### config.mk
export PLATFORM = sky130hd
export DESIGN_NAME = aes_core_arbiter
export DESIGN_NICKNAME = d
export VERILOG_FILES = /design/src/rtl/aes_core_arbiter.sv
export SDC_FILE = /design/constraint.sdc
export NUM_CORES = 1
export LEC_CHECK = 0
export ABC_AREA = 1
export BUFFER_PORTS_ARGS = -buffer_cell sky130_fd_sc_hd__buf_2
export CORE_MARGIN = 2
export CORE_UTILIZATION = 40
export DETAILED_ROUTE_END_ITERATION = 10
export SLEW_MARGIN = 20
export SYNTH_ARGS = -nofsm -noshare
export SYNTH_HDL_FRONTEND = slang
export SYNTH_SLANG_ARGS = --single-unit
export TNS_END_PERCENT = 50
### constraint.sdc
create_clock -name iClk -period 2.13 [get_ports iClk]
set_input_delay 0.213 -clock iClk [delete_from_list [all_inputs] [get_ports iClk]]
set_output_delay 0.213 -clock iClk [all_outputs]
set_load 0.005 [all_outputs]
### src/rtl/aes_core_arbiter.sv
// ---------------------------------------------------------------------------
// aes_core_arbiter
//   Shares one AES core among P_NUM_REQ requesters with round-robin
//   arbitration. The winner receives a registered one-hot grant. The core
//   receives a one-cycle start pulse. The job ends on the core's done pulse
//   (ack to the owner) or on watchdog expiry (err to the owner).
//
// Ports
//   iClk      in   clock, rising edge
//   iRst      in   asynchronous active-high reset
//   iReq      in   [P_NUM_REQ] request levels, held until ack/err
//   oGnt      out  [P_NUM_REQ] one-hot grant, high from GRANT through WAIT
//   oGntIdx   out  [P_IDX_W]   binary index of the current/last grant
//   oAck      out  [P_NUM_REQ] one-cycle completion pulse to the owner
//   oErr      out  [P_NUM_REQ] one-cycle timeout pulse to the owner
//   oStAes    out  one-cycle start pulse to the AES core
//   iAesDone  in   one-cycle done pulse from the AES core
//   oBusy     out  high whenever the arbiter is not idle
// ---------------------------------------------------------------------------
module aes_core_arbiter #(
  parameter int P_NUM_REQ = 4,
  parameter int P_IDX_W   = 2,
  parameter int P_TIMEOUT = 32,
  parameter int P_TO_W    = 6
) (
  input  logic                 iClk,
  input  logic                 iRst,
  input  logic [P_NUM_REQ-1:0] iReq,
  output logic [P_NUM_REQ-1:0] oGnt,
  output logic [P_IDX_W-1:0]   oGntIdx,
  output logic [P_NUM_REQ-1:0] oAck,
  output logic [P_NUM_REQ-1:0] oErr,
  output logic                 oStAes,
  input  logic                 iAesDone,
  output logic                 oBusy
);

  typedef enum logic [1:0] {
    ST_IDLE    = 2'd0,
    ST_GRANT   = 2'd1,
    ST_WAIT    = 2'd2,
    ST_RELEASE = 2'd3
  } state_t;

  localparam logic [P_TO_W-1:0]    L_WD_LAST = P_TO_W'(P_TIMEOUT - 1);
  localparam logic [P_IDX_W-1:0]   L_PTR_RST = P_IDX_W'(P_NUM_REQ - 1);
  localparam logic [P_NUM_REQ-1:0] L_ONE     = {{(P_NUM_REQ-1){1'b0}}, 1'b1};

  state_t               state_q, state_d;
  logic [P_NUM_REQ-1:0] gnt_q, gnt_d;
  logic [P_NUM_REQ-1:0] ack_q, ack_d;
  logic [P_NUM_REQ-1:0] err_q, err_d;
  logic [P_IDX_W-1:0]   idx_q, idx_d;
  logic [P_IDX_W-1:0]   ptr_q, ptr_d;
  logic [P_TO_W-1:0]    wd_q, wd_d;
  logic                 st_q, st_d;
  logic                 busy_q, busy_d;

  logic [P_IDX_W-1:0]   win_idx_s;
  logic [P_IDX_W-1:0]   cand_idx_s;
  logic                 win_vld_s;

  // Round-robin winner: first requester found from ptr+1 upward with wrap.
  // The loop runs from the farthest candidate down to the nearest so the
  // last hit written is the nearest one after the pointer.
  always_comb begin
    win_idx_s  = '0;
    win_vld_s  = 1'b0;
    cand_idx_s = '0;
    for (int i = P_NUM_REQ; i >= 1; i--) begin
      cand_idx_s = P_IDX_W'((int'(ptr_q) + i) % P_NUM_REQ);
      if (iReq[cand_idx_s]) begin
        win_idx_s = cand_idx_s;
        win_vld_s = 1'b1;
      end else begin
        win_idx_s = win_idx_s;
      end
    end
  end

  // Next-state and next-output logic; every output is registered from here.
  always_comb begin
    state_d = state_q;
    gnt_d   = gnt_q;
    idx_d   = idx_q;
    ptr_d   = ptr_q;
    wd_d    = wd_q;
    ack_d   = '0;
    err_d   = '0;
    st_d    = 1'b0;
    case (state_q)
      ST_IDLE: begin
        if (win_vld_s) begin
          state_d = ST_GRANT;
          gnt_d   = L_ONE << win_idx_s;
          idx_d   = win_idx_s;
          st_d    = 1'b1;
        end else begin
          gnt_d   = '0;
        end
      end
      ST_GRANT: begin
        // A done pulse here cannot belong to this job and is ignored.
        wd_d    = '0;
        state_d = ST_WAIT;
      end
      ST_WAIT: begin
        wd_d = wd_q + P_TO_W'(1);
        // Done is checked first so it wins over a same-cycle timeout.
        if (iAesDone) begin
          state_d = ST_RELEASE;
          gnt_d   = '0;
          ack_d   = gnt_q;
        end else if (wd_q == L_WD_LAST) begin
          state_d = ST_RELEASE;
          gnt_d   = '0;
          err_d   = gnt_q;
        end else begin
          state_d = ST_WAIT;
        end
      end
      ST_RELEASE: begin
        // The just-served requester becomes lowest priority.
        ptr_d   = idx_q;
        state_d = ST_IDLE;
      end
      default: begin
        state_d = ST_IDLE;
        gnt_d   = '0;
      end
    endcase
    busy_d = (state_d != ST_IDLE);
  end

  // State and output registers with asynchronous reset.
  always_ff @(posedge iClk or posedge iRst) begin
    if (iRst) begin
      state_q <= ST_IDLE;
      gnt_q   <= '0;
      ack_q   <= '0;
      err_q   <= '0;
      idx_q   <= '0;
      ptr_q   <= L_PTR_RST;
      wd_q    <= '0;
      st_q    <= 1'b0;
      busy_q  <= 1'b0;
    end else begin
      state_q <= state_d;
      gnt_q   <= gnt_d;
      ack_q   <= ack_d;
      err_q   <= err_d;
      idx_q   <= idx_d;
      ptr_q   <= ptr_d;
      wd_q    <= wd_d;
      st_q    <= st_d;
      busy_q  <= busy_d;
    end
  end

  assign oGnt    = gnt_q;
  assign oGntIdx = idx_q;
  assign oAck    = ack_q;
  assign oErr    = err_q;
  assign oStAes  = st_q;
  assign oBusy   = busy_q;

endmodule
# Word-level counts from Yosys, hierarchy flattened
# Index checks and enable logic that the tools add are counted.
# word_totals
register_bits,26
inputBits,7
word_cells,62
# op_classes
n_shift,1
magnitude_cmp,4
muxes,32
n_addsub,5
n_reduce_logical,6
eq_ne,5
# ops
cell,n
4-bit 2-to-1 mux,8
"2-bit by 3-bit < comparator with 1-bit output, second input constant",4
1-bit 2-to-1 mux,12
6-bit one-hot mux with 2 select lines,1
2-bit 2-to-1 mux,5
1-bit binary-select mux with 2-bit select,4
2-bit one-hot mux with 4 select lines,1
4-bit one-hot mux with 2 select lines,1
"6-bit by 1-bit adder with 6-bit output, second input constant",1
"6-bit by 5-bit equality test with 1-bit output, second input constant",1
2-bit nonzero test,3
"2-bit by 1-bit adder with 2-bit output, second input constant",2
"2-bit adder, second input constant",2
"2-bit equality test, second input constant",2
2-bit AND reduction,2
"1-bit by 2-bit << shifter with 4-bit output, first input constant",1
"3-bit != test, second input constant",1
"2-bit by 1-bit equality test with 1-bit output, second input constant",1
2-bit logical NOT,1

# Logic depth before layout (Yosys ltp)
# Gate-level depths: netlist (run 1).
# depth
depth_word,10
ltp_mapped,12
mapped_depth_nobuf,11

# Worst setup path before layout (run 1)
# Ideal clock, no wire load.
# synth_timing
kind,register -> register
start,reg state_q[0]
end,reg wd_q[5]
stages_incl_launch_ff,8
n_path_buf,0
required_ns,2.000
setup_time_ns,0.130
setup_slack_ns,0.641
arrival_time_ns,1.359
cell_sequence,dfrtp_1 > inv_1 > ha_1 > inv_2 > nor3_1 > nand2_1 > nor3_1 > nor3b_2
# synth_between
elab_chain_len,2
word_cells_on_any_way,4
# synth_rtl
item,line,source
start: declaration,49,"state_t state_q, state_d;"
start signal: assignment,148,state_q <= state_d;
2-bit equality test / 2-bit by 1-bit equality test with 1-bit output (equally long branches),91,case (state_q)
6-bit one-hot mux with 2 select lines / 2-bit nonzero test (equally long branches),-,
end signal: assignment,154,wd_q <= wd_d;
end: declaration,55,"logic [P_TO_W-1:0] wd_q, wd_d;"
# Parallel ways exist; a longest one is shown, timed or not.
# A chain may end at the register's enable or synchronous reset.

# Worst setup path after layout (run 1)
# layout_timing
start,reg state_q[1]
end,reg wd_q[5]
# The elaborated chain is that of the path after synthesis.

==> results.json, run 1 <==
{
  "seqPwrFrac_pct": 34.6,
  "startpoint_type": "register",
  "ios": 23,
  "layout-drive-gt1-share_pct": 28.49,
  "vias": 1094,
  "drt_wl_total_um": 2527,
  "synthesis.instances": 159,
  "cp_data_arrival_time_ps": 1860,
  "worstPathCellList": "inv_1, ha_1, inv_2, nor3_1, nand2_1, nor3_1, nor3b_2",
  "fmaxAchievable_ghz": 0.6088,
  "synth_top_family_by_area": "simple AND/OR/NAND/NOR gates",
  "instances_no_fill": 230,
  "yosys.area_share.simple_pct": 33.71,
  "hold_depth": 3,
  "r2r_cells": 7,
  "clkSinkCount": 26,
  "worst_slew_pin_slew_ps": 333.1,
  "clkPwrFrac_pct": 15.8,
  "required_ps": 2350,
  "port_buffers": 22,
  "dpl-instance-area_um2": 1498,
  "setup_viol": 0,
  "final_util_pct": 49.88,
  "tns_ps": 0,
  "share_comb_of_total_power_pct": 49.7,
  "path_clk_slew_ps": 150,
  "syn_area_per_cell_um2": 8.404,
  "synth_top_area_cell": "dfrtp_1",
  "detail-route-antenna-nets": 0,
  "power.density_nw_per_um2": 1367,
  "ir_drop_v": 0.0006685,
  "synthXorXnorAreaFrac_pct": 0,
  "seq_area_frac_synth_pct": 48.88,
  "via_per_inst": 4.757,
  "stdcell_area_um2": 1560,
  "intPower_mw": 1.186,
  "r2r_start": "state_q[1]$_DFF_PP0_",
  "outcome": "complete, no violations",
  "timing.critical_path.mode_cell": "nor3_1",
  "critPathBufInv": 2,
  "place_congestion": 0.8958,
  "worstHoldPathType": "in -> reg",
  "synth_nets": 170,
  "die_h_um": 61.80,
  "syn_area_um2": 1336,
  "p_leak_nw": 0.8461,
  "post-cts-setup-buffers": 0,
  "worstSetupPathType": "reg -> reg",
  "synth_seq_cells": 26,
  "nFillCells": 299,
  "num_antenna_cells": 0,
  "grt_antenna_before_repair": 0,
  "rrSetupSlack_ps": 490,
  "switchingPower_mw": 0.9466,
  "pre_cts_ws_ps": 488.7,
  "cp_max_fo": 7,
  "clockBufferDepth": 2,
  "synth_mux_area_share_pct": 0,
  "synth_compound_area_share_pct": 5.524,
  "max_stage_delay_ps": 400,
  "grt_start_max_net_pins": 27,
  "crit_family": "simple AND/OR/NAND/NOR gates",
  "rsz0062_at_grt": "false",
  "dp.cells": 225,
  "area_delta_synth_final_pct": 16.76,
  "sw_frac_of_total_pct": 44.39,
  "cts_tree": "done",
  "clock-root-buffer": "clkbuf_4",
  "synth.top_cell.area_share_pct": 44.94,
  "finalHoldViolations": 0,
  "core_um2": 3128,
  "power_mw": 2.132,
  "finalMaxSlewViolations": 0,
  "initial_utilization_pct": 42.72,
  "clkLatencyLatePin_ps": 320,
  "rows": 20,
  "cp-end-kind": "register",
  "period_share_pct": 77.12,
  "route.detailed.drc": 0,
  "gr-usage-all-layers_pct": 15.51,
  "synth_warnings": 0,
  "cts-buffers-inserted": 3,
  "holdPathEnd": "oErr[0]$_DFF_PP0_",
  "htree_levels": 1,
  "cp_slowest_cell": "dfrtp_1",
  "worst_slack_ps": 487.4,
  "place_hpwl_um": 1945,
  "min_period_ps": 1643,
  "die_width_um": 61.80,
  "r2r-end": "wd_q[5]$_DFFE_PP0P_",
  "drt_iter0_markers": 42,
  "synth_area_leaders": "dfrtp_1 45%, nand2_1 12%, inv_1 5.9%",
  "die_area_um2": 3819,
  "overflow": 0,
  "skew_ps": 12.53,
  "synth_flop_cell": "dfrtp_1",
  "synthArstFlopShare_pct": 100.0,
  "max_cap_viol_count": 0,
  "hold_slack_ps": 186.1,
  "slew_headroom_pct": 77.79,
  "grt_pass1_wl_um": 4360,
  "avgRoutedWirePerCell_um": 10.99,
  "hp-start": "iAesDone",
  "final_net_count": 198,
  "grt_pass1_vias": 1026,
  "firstDrtPassIters": 4,
  "synth_edf_count": 0,
  "ys_types": 27,
  "synthAdderAreaFrac_pct": 3.745
}
[metal layers]
| metal | global-route usage [%] | wire (µm) | vias up |
|---|---|---|---|
| met5 | 0 | 0 | - |
| met4 | 3.951 | 19 | 0 |
| met3 | 3.727 | 94 | 4 |
| met2 | 25.56 | 1233 | 22 |
| met1 | 20.57 | 1180 | 512 |
| li1 | - | - | 556 |
[cell usage in the layout (no fill, tap or decap), types with 2 or more instances in the layout]
| cell | n |
|---|---|
| o21ai_0 | 4 |
| nand3_1 | 7 |
| inv_1 | 21 |
| nor2_1 | 11 |
| nand4_1 | 3 |
| clkbuf_4 | 3 |
| ha_1 | 4 |
| dfrtp_1 | 24 |
| nand2_4 | 3 |
| nand2_2 | 11 |
| nand2_1 | 41 |
| buf_2 | 22 |
| a21oi_1 | 5 |
| inv_2 | 2 |
| dfstp_2 | 2 |
| nor3_1 | 8 |
[how the worst max path moves through the flow]
| stage | from | cells past startpoint | end |
|---|---|---|---|
| finish | state_q[1]$_DFF_PP0_ | 7 | wd_q[5]$_DFFE_PP0P_ |
| floorplan | state_q[0]$_DFF_PP0_ | 7 | wd_q[5]$_DFFE_PP0P_ |
| CTS | state_q[1]$_DFF_PP0_ | 7 | wd_q[5]$_DFFE_PP0P_ |
| global placement | state_q[0]$_DFF_PP0_ | 7 | wd_q[5]$_DFFE_PP0P_ |
| global route | state_q[0]$_DFF_PP0_ | 7 | wd_q[5]$_DFFE_PP0P_ |
| detailed placement | state_q[0]$_DFF_PP0_ | 7 | wd_q[5]$_DFFE_PP0P_ |
[final cells by class]
cell class                      count  area [µm²]  area share, %
Sequential cell                    26       653.1          41.86
Inverter                           24       97.59          6.255
Multi-Input combinational cell    108       574.3          36.81
Clock buffer                        3       22.52          1.443
Timing Repair Buffer               24       127.6          8.180
Tap cell                           44       55.05          3.528
Clock inverter                      1       30.03          1.925
[worst reg2reg max path, stage by stage, from the launching register on]
cell and delay (ps):
dfrtp_1 400, inv_1 60, ha_1 390, inv_2 80, nor3_1 250, nand2_1 110
nor3_1 190, nor3b_2 70
[Yosys cell counts (2+ instances only)]
master and count:
a21oi_1 5, dfrtp_1 24, dfstp_2 2, ha_1 4
inv_1 21, inv_2 2, nand2_1 41, nand2_2 11
nand2_4 3, nand3_1 7, nand4_1 3, nor2_1 11
nor3_1 8, o21ai_0 4
[cells by family (layout without fill, tap and decap cells)]
logic type	Yosys count	after routing
and+or+nand+nor	91	91
DFF	26	26
adders and majority gates	4	4
AOI/OAI and AO/OA	13	13
buffers and inverters	25	52
[power groups by stage]
stage	clock network (mW)	registers [mW]	logic [mW]
final	0.337	0.737	1.06
after global routing	0.372	0.759	1.23
after CTS	0.342	0.740	1.07
after detailed placement	0	0.749	1.06
after global placement	0	0.742	1.03
after floorplan	0	0.711	0.851
[repair_timing]
action                    CTS  global route
gates resized for setup     0             0
hold buffers                1             0
hold endpoints to repair   24             0
[sequential cells by signal, summed over array words and instances, names as in the netlist]
| name | cells |
|---|---|
| state_q | 2 |
| oStAes | 1 |
| oGntIdx | 2 |
| oBusy | 1 |
| ptr_q | 2 |
| oAck | 4 |
| oGnt | 4 |
| oErr | 4 |
| wd_q | 6 |
Note: power is estimated with default switching activity, not from simulation.
==> run 2: changes to the inputs <==
Settings changed: ABC_AREA 1 to 0.
Clock period 2.13 ns to 1.4 ns, I/O delays scaled along.
==> run 2 against run 1 <==
The run now ends with setup timing left. Setup slack worse by 490 ps. Flip-flop and latch count unchanged. Sequential power up 55%. Clock skew down 9.6 ps. Largest power group unchanged. Critical endpoint unchanged. Synthesized cell count down 35%. First-iteration DRC count down 55%. Combinational power up 25%. Critical path depth down 2.
==> results.json, run 2 <==
{
  "outcome": "finished with violations",
  "failed_checks": "setup timing",
  "mostFrequentLayoutCells": "24 x dfrtp_1, 22 x buf_2, 13 x buf_4",
  "rsz0062_at_grt": "true",
  "port_buffers": 22,
  "hp-start": "iAesDone",
  "hold_slack_ps": 117.0,
  "firstDrtPassIters": 4,
  "grt_start_max_net_pins": 27,
  "worst_slew_pin_slew_ps": 680.6,
  "num_antenna_cells": 0,
  "power.density_nw_per_um2": 1870,
  "synth.top_cell.area_share_pct": 51.61,
  "pre_cts_ws_ps": -42.46,
  "grt_pass1_wl_um": 3946,
  "synth_seq_cells": 26,
  "ys_types": 37,
  "grt_antenna_before_repair": 0,
  "required_ps": 1660,
  "cp_data_arrival_time_ps": 1660,
  "path_clk_slew_ps": 140,
  "hold_depth": 2,
  "max_cap_viol_count": 0,
  "clock-root-buffer": "clkbuf_4",
  "htree_levels": 1,
  "power_mw": 2.836,
  "skew_ps": 2.894,
  "crit_family": "simple AND/OR/NAND/NOR gates",
  "synth_top_area_cell": "dfrtp_1",
  "r2r-end": "wd_q[5]$_DFFE_PP0P_",
  "synth_warnings": 0,
  "grt_pass1_vias": 863,
  "min_period_ps": 1401,
  "holdPathEnd": "oAck[3]$_DFF_PP0_",
  "max_stage_delay_ps": 400,
  "cp_slowest_cell": "dfrtp_1",
  "seq_area_frac_synth_pct": 56.13,
  "critPathBufInv": 1,
  "finalMaxSlewViolations": 0,
  "cts-buffers-inserted": 3,
  "synthTopCellsByCount": "24 x dfrtp_1, 10 x nand2_1, 8 x inv_1, 6 x o21ai_0",
  "gr-usage-all-layers_pct": 15.61,
  "synth_area_leaders": "dfrtp_1 52%, dfstp_2 4.5%, ha_1 4.3%",
  "dpl-instance-area_um2": 1364,
  "drt_iter0_markers": 19,
  "detail-route-antenna-nets": 0,
  "stdcell_area_um2": 1516,
  "ios": 23,
  "r2r_cells": 5,
  "overflow": 0,
  "instances_no_fill": 173,
  "place_hpwl_um": 1603,
  "regMostFlops": "wd_q",
  "synth_nets": 115,
  "vias": 876,
  "synthesis.instances": 104,
  "tns_ps": -1.064,
  "area_delta_synth_final_pct": 30.32,
  "worstSetupPathType": "reg -> reg",
  "synthArstFlopShare_pct": 100.0,
  "die_h_um": 57.94,
  "place_congestion": 0.7758,
  "finalHoldViolations": 0,
  "period_share_pct": 100.1,
  "route.detailed.drc": 0,
  "layout-drive-gt1-share_pct": 42.25,
  "syn_area_per_cell_um2": 11.19,
  "drt_wl_total_um": 2263,
  "syn_area_um2": 1164,
  "worstHoldPathType": "in -> reg",
  "mostFrequentLayoutCell": "dfrtp_1",
  "avgRoutedWirePerCell_um": 13.08,
  "clkSinkCount": 26,
  "final_net_count": 154,
  "clkLatencyLatePin_ps": 310,
  "dp.cells": 163,
  "setup_viol": 1,
  "ir_drop_v": 0.001287,
  "worstPathCellList": "inv_2, ha_4, nand4_1, or3_1, a21oi_2",
  "synth_most_common_cell": "dfrtp_1",
  "rows": 19,
  "startpoint_type": "register",
  "fmaxAchievable_ghz": 0.7137,
  "largest_reg_flops": 6,
  "final_util_pct": 54.99,
  "cp_max_fo": 3,
  "worst_slack_ps": -1.064,
  "p_leak_nw": 0.7683,
  "cts_tree": "done",
  "core_um2": 2758,
  "rrSetupSlack_ps": -1,
  "initial_utilization_pct": 42.20,
  "die_area_um2": 3356,
  "clockBufferDepth": 2,
  "die_width_um": 57.94,
  "via_per_inst": 5.064,
  "cp-end-kind": "register",
  "synth_flop_cell": "dfrtp_1",
  "slew_headroom_pct": 54.13,
  "r2r_start": "state_q[0]$_DFF_PP0_",
  "synth_edf_count": 0
}
run 2: cell types whose count changed after synthesis, sizes merged, moves of 4 or more:
cell	change
nand2	-45
and2	+4
inv	-16
nand3	-6
nor3	-8
o2bb2ai	+4
nor2	-10
run 2: metal layers:
metal  track usage, %  vias up  wire length, µm
li1                 -      438                -
met3            2.902        2               81
met1            19.62      421             1008
met4            5.980        0               17
met5                0        -                0
met2            26.62       15             1156
run 2: worst max path at each step:
stage                               from             endpoint  slack (ps)  cells after the start
detailed placement   wd_q[1]$_DFFE_PP0P_  oGnt[1]$_DFFE_PP0P_         -40                      5
floorplan           state_q[0]$_DFF_PP0_  wd_q[5]$_DFFE_PP0P_         -30                      6
global route        state_q[0]$_DFF_PP0_  wd_q[5]$_DFFE_PP0P_         -70                      5
CTS                 state_q[0]$_DFF_PP0_  wd_q[5]$_DFFE_PP0P_        -0.5                      5
global placement     wd_q[1]$_DFFE_PP0P_  oGnt[1]$_DFFE_PP0P_          -1                      5
finish              state_q[0]$_DFF_PP0_  wd_q[5]$_DFFE_PP0P_          -1                      5
run 2: repair_timing:
item	CTS	global route
gates resized for setup	5	11
hold buffers	1	0
setup endpoints to repair	5	14
hold endpoints to repair	24	0
pin swaps	1	4
buffers inserted	0	5
run 2: kinds of logic after synthesis:
logic type	after synthesis	share of synthesized area, %
AOI/OAI and AO/OA	22	13.98
DFF	26	56.13
adders and majority gates	4	4.301
buffers and inverters	10	3.333
muxes	5	4.516
xor gates and xnor gates	1	0.7528
and+or+nand+nor	36	16.99
run 2: where the power goes:
group	leakage, nW	total [mW]	internal [mW]	switching, mW
Clock	0.0210	0.374	0.159	0.215
Sequential	0.340	1.14	0.980	0.164
Combinational	0.407	1.32	0.679	0.640
Total	0.768	2.84	1.82	1.02
run 2: worst reg2reg max path, stage by stage, from the launching register on:
cell,delay (ps)
dfrtp_1,400
inv_2,70
ha_4,270
nand4_1,90
or3_1,400
a21oi_2,120
run 2: layout make-up:
cell class | count | area [µm²]
clock buffer | 4 | 36.28
fill | 265 | 1241
inverter | 8 | 30.03
multi-input combinational | 68 | 540.5
sequential | 26 | 653.1
tap | 31 | 38.79
timing repair buffer | 36 | 217.7
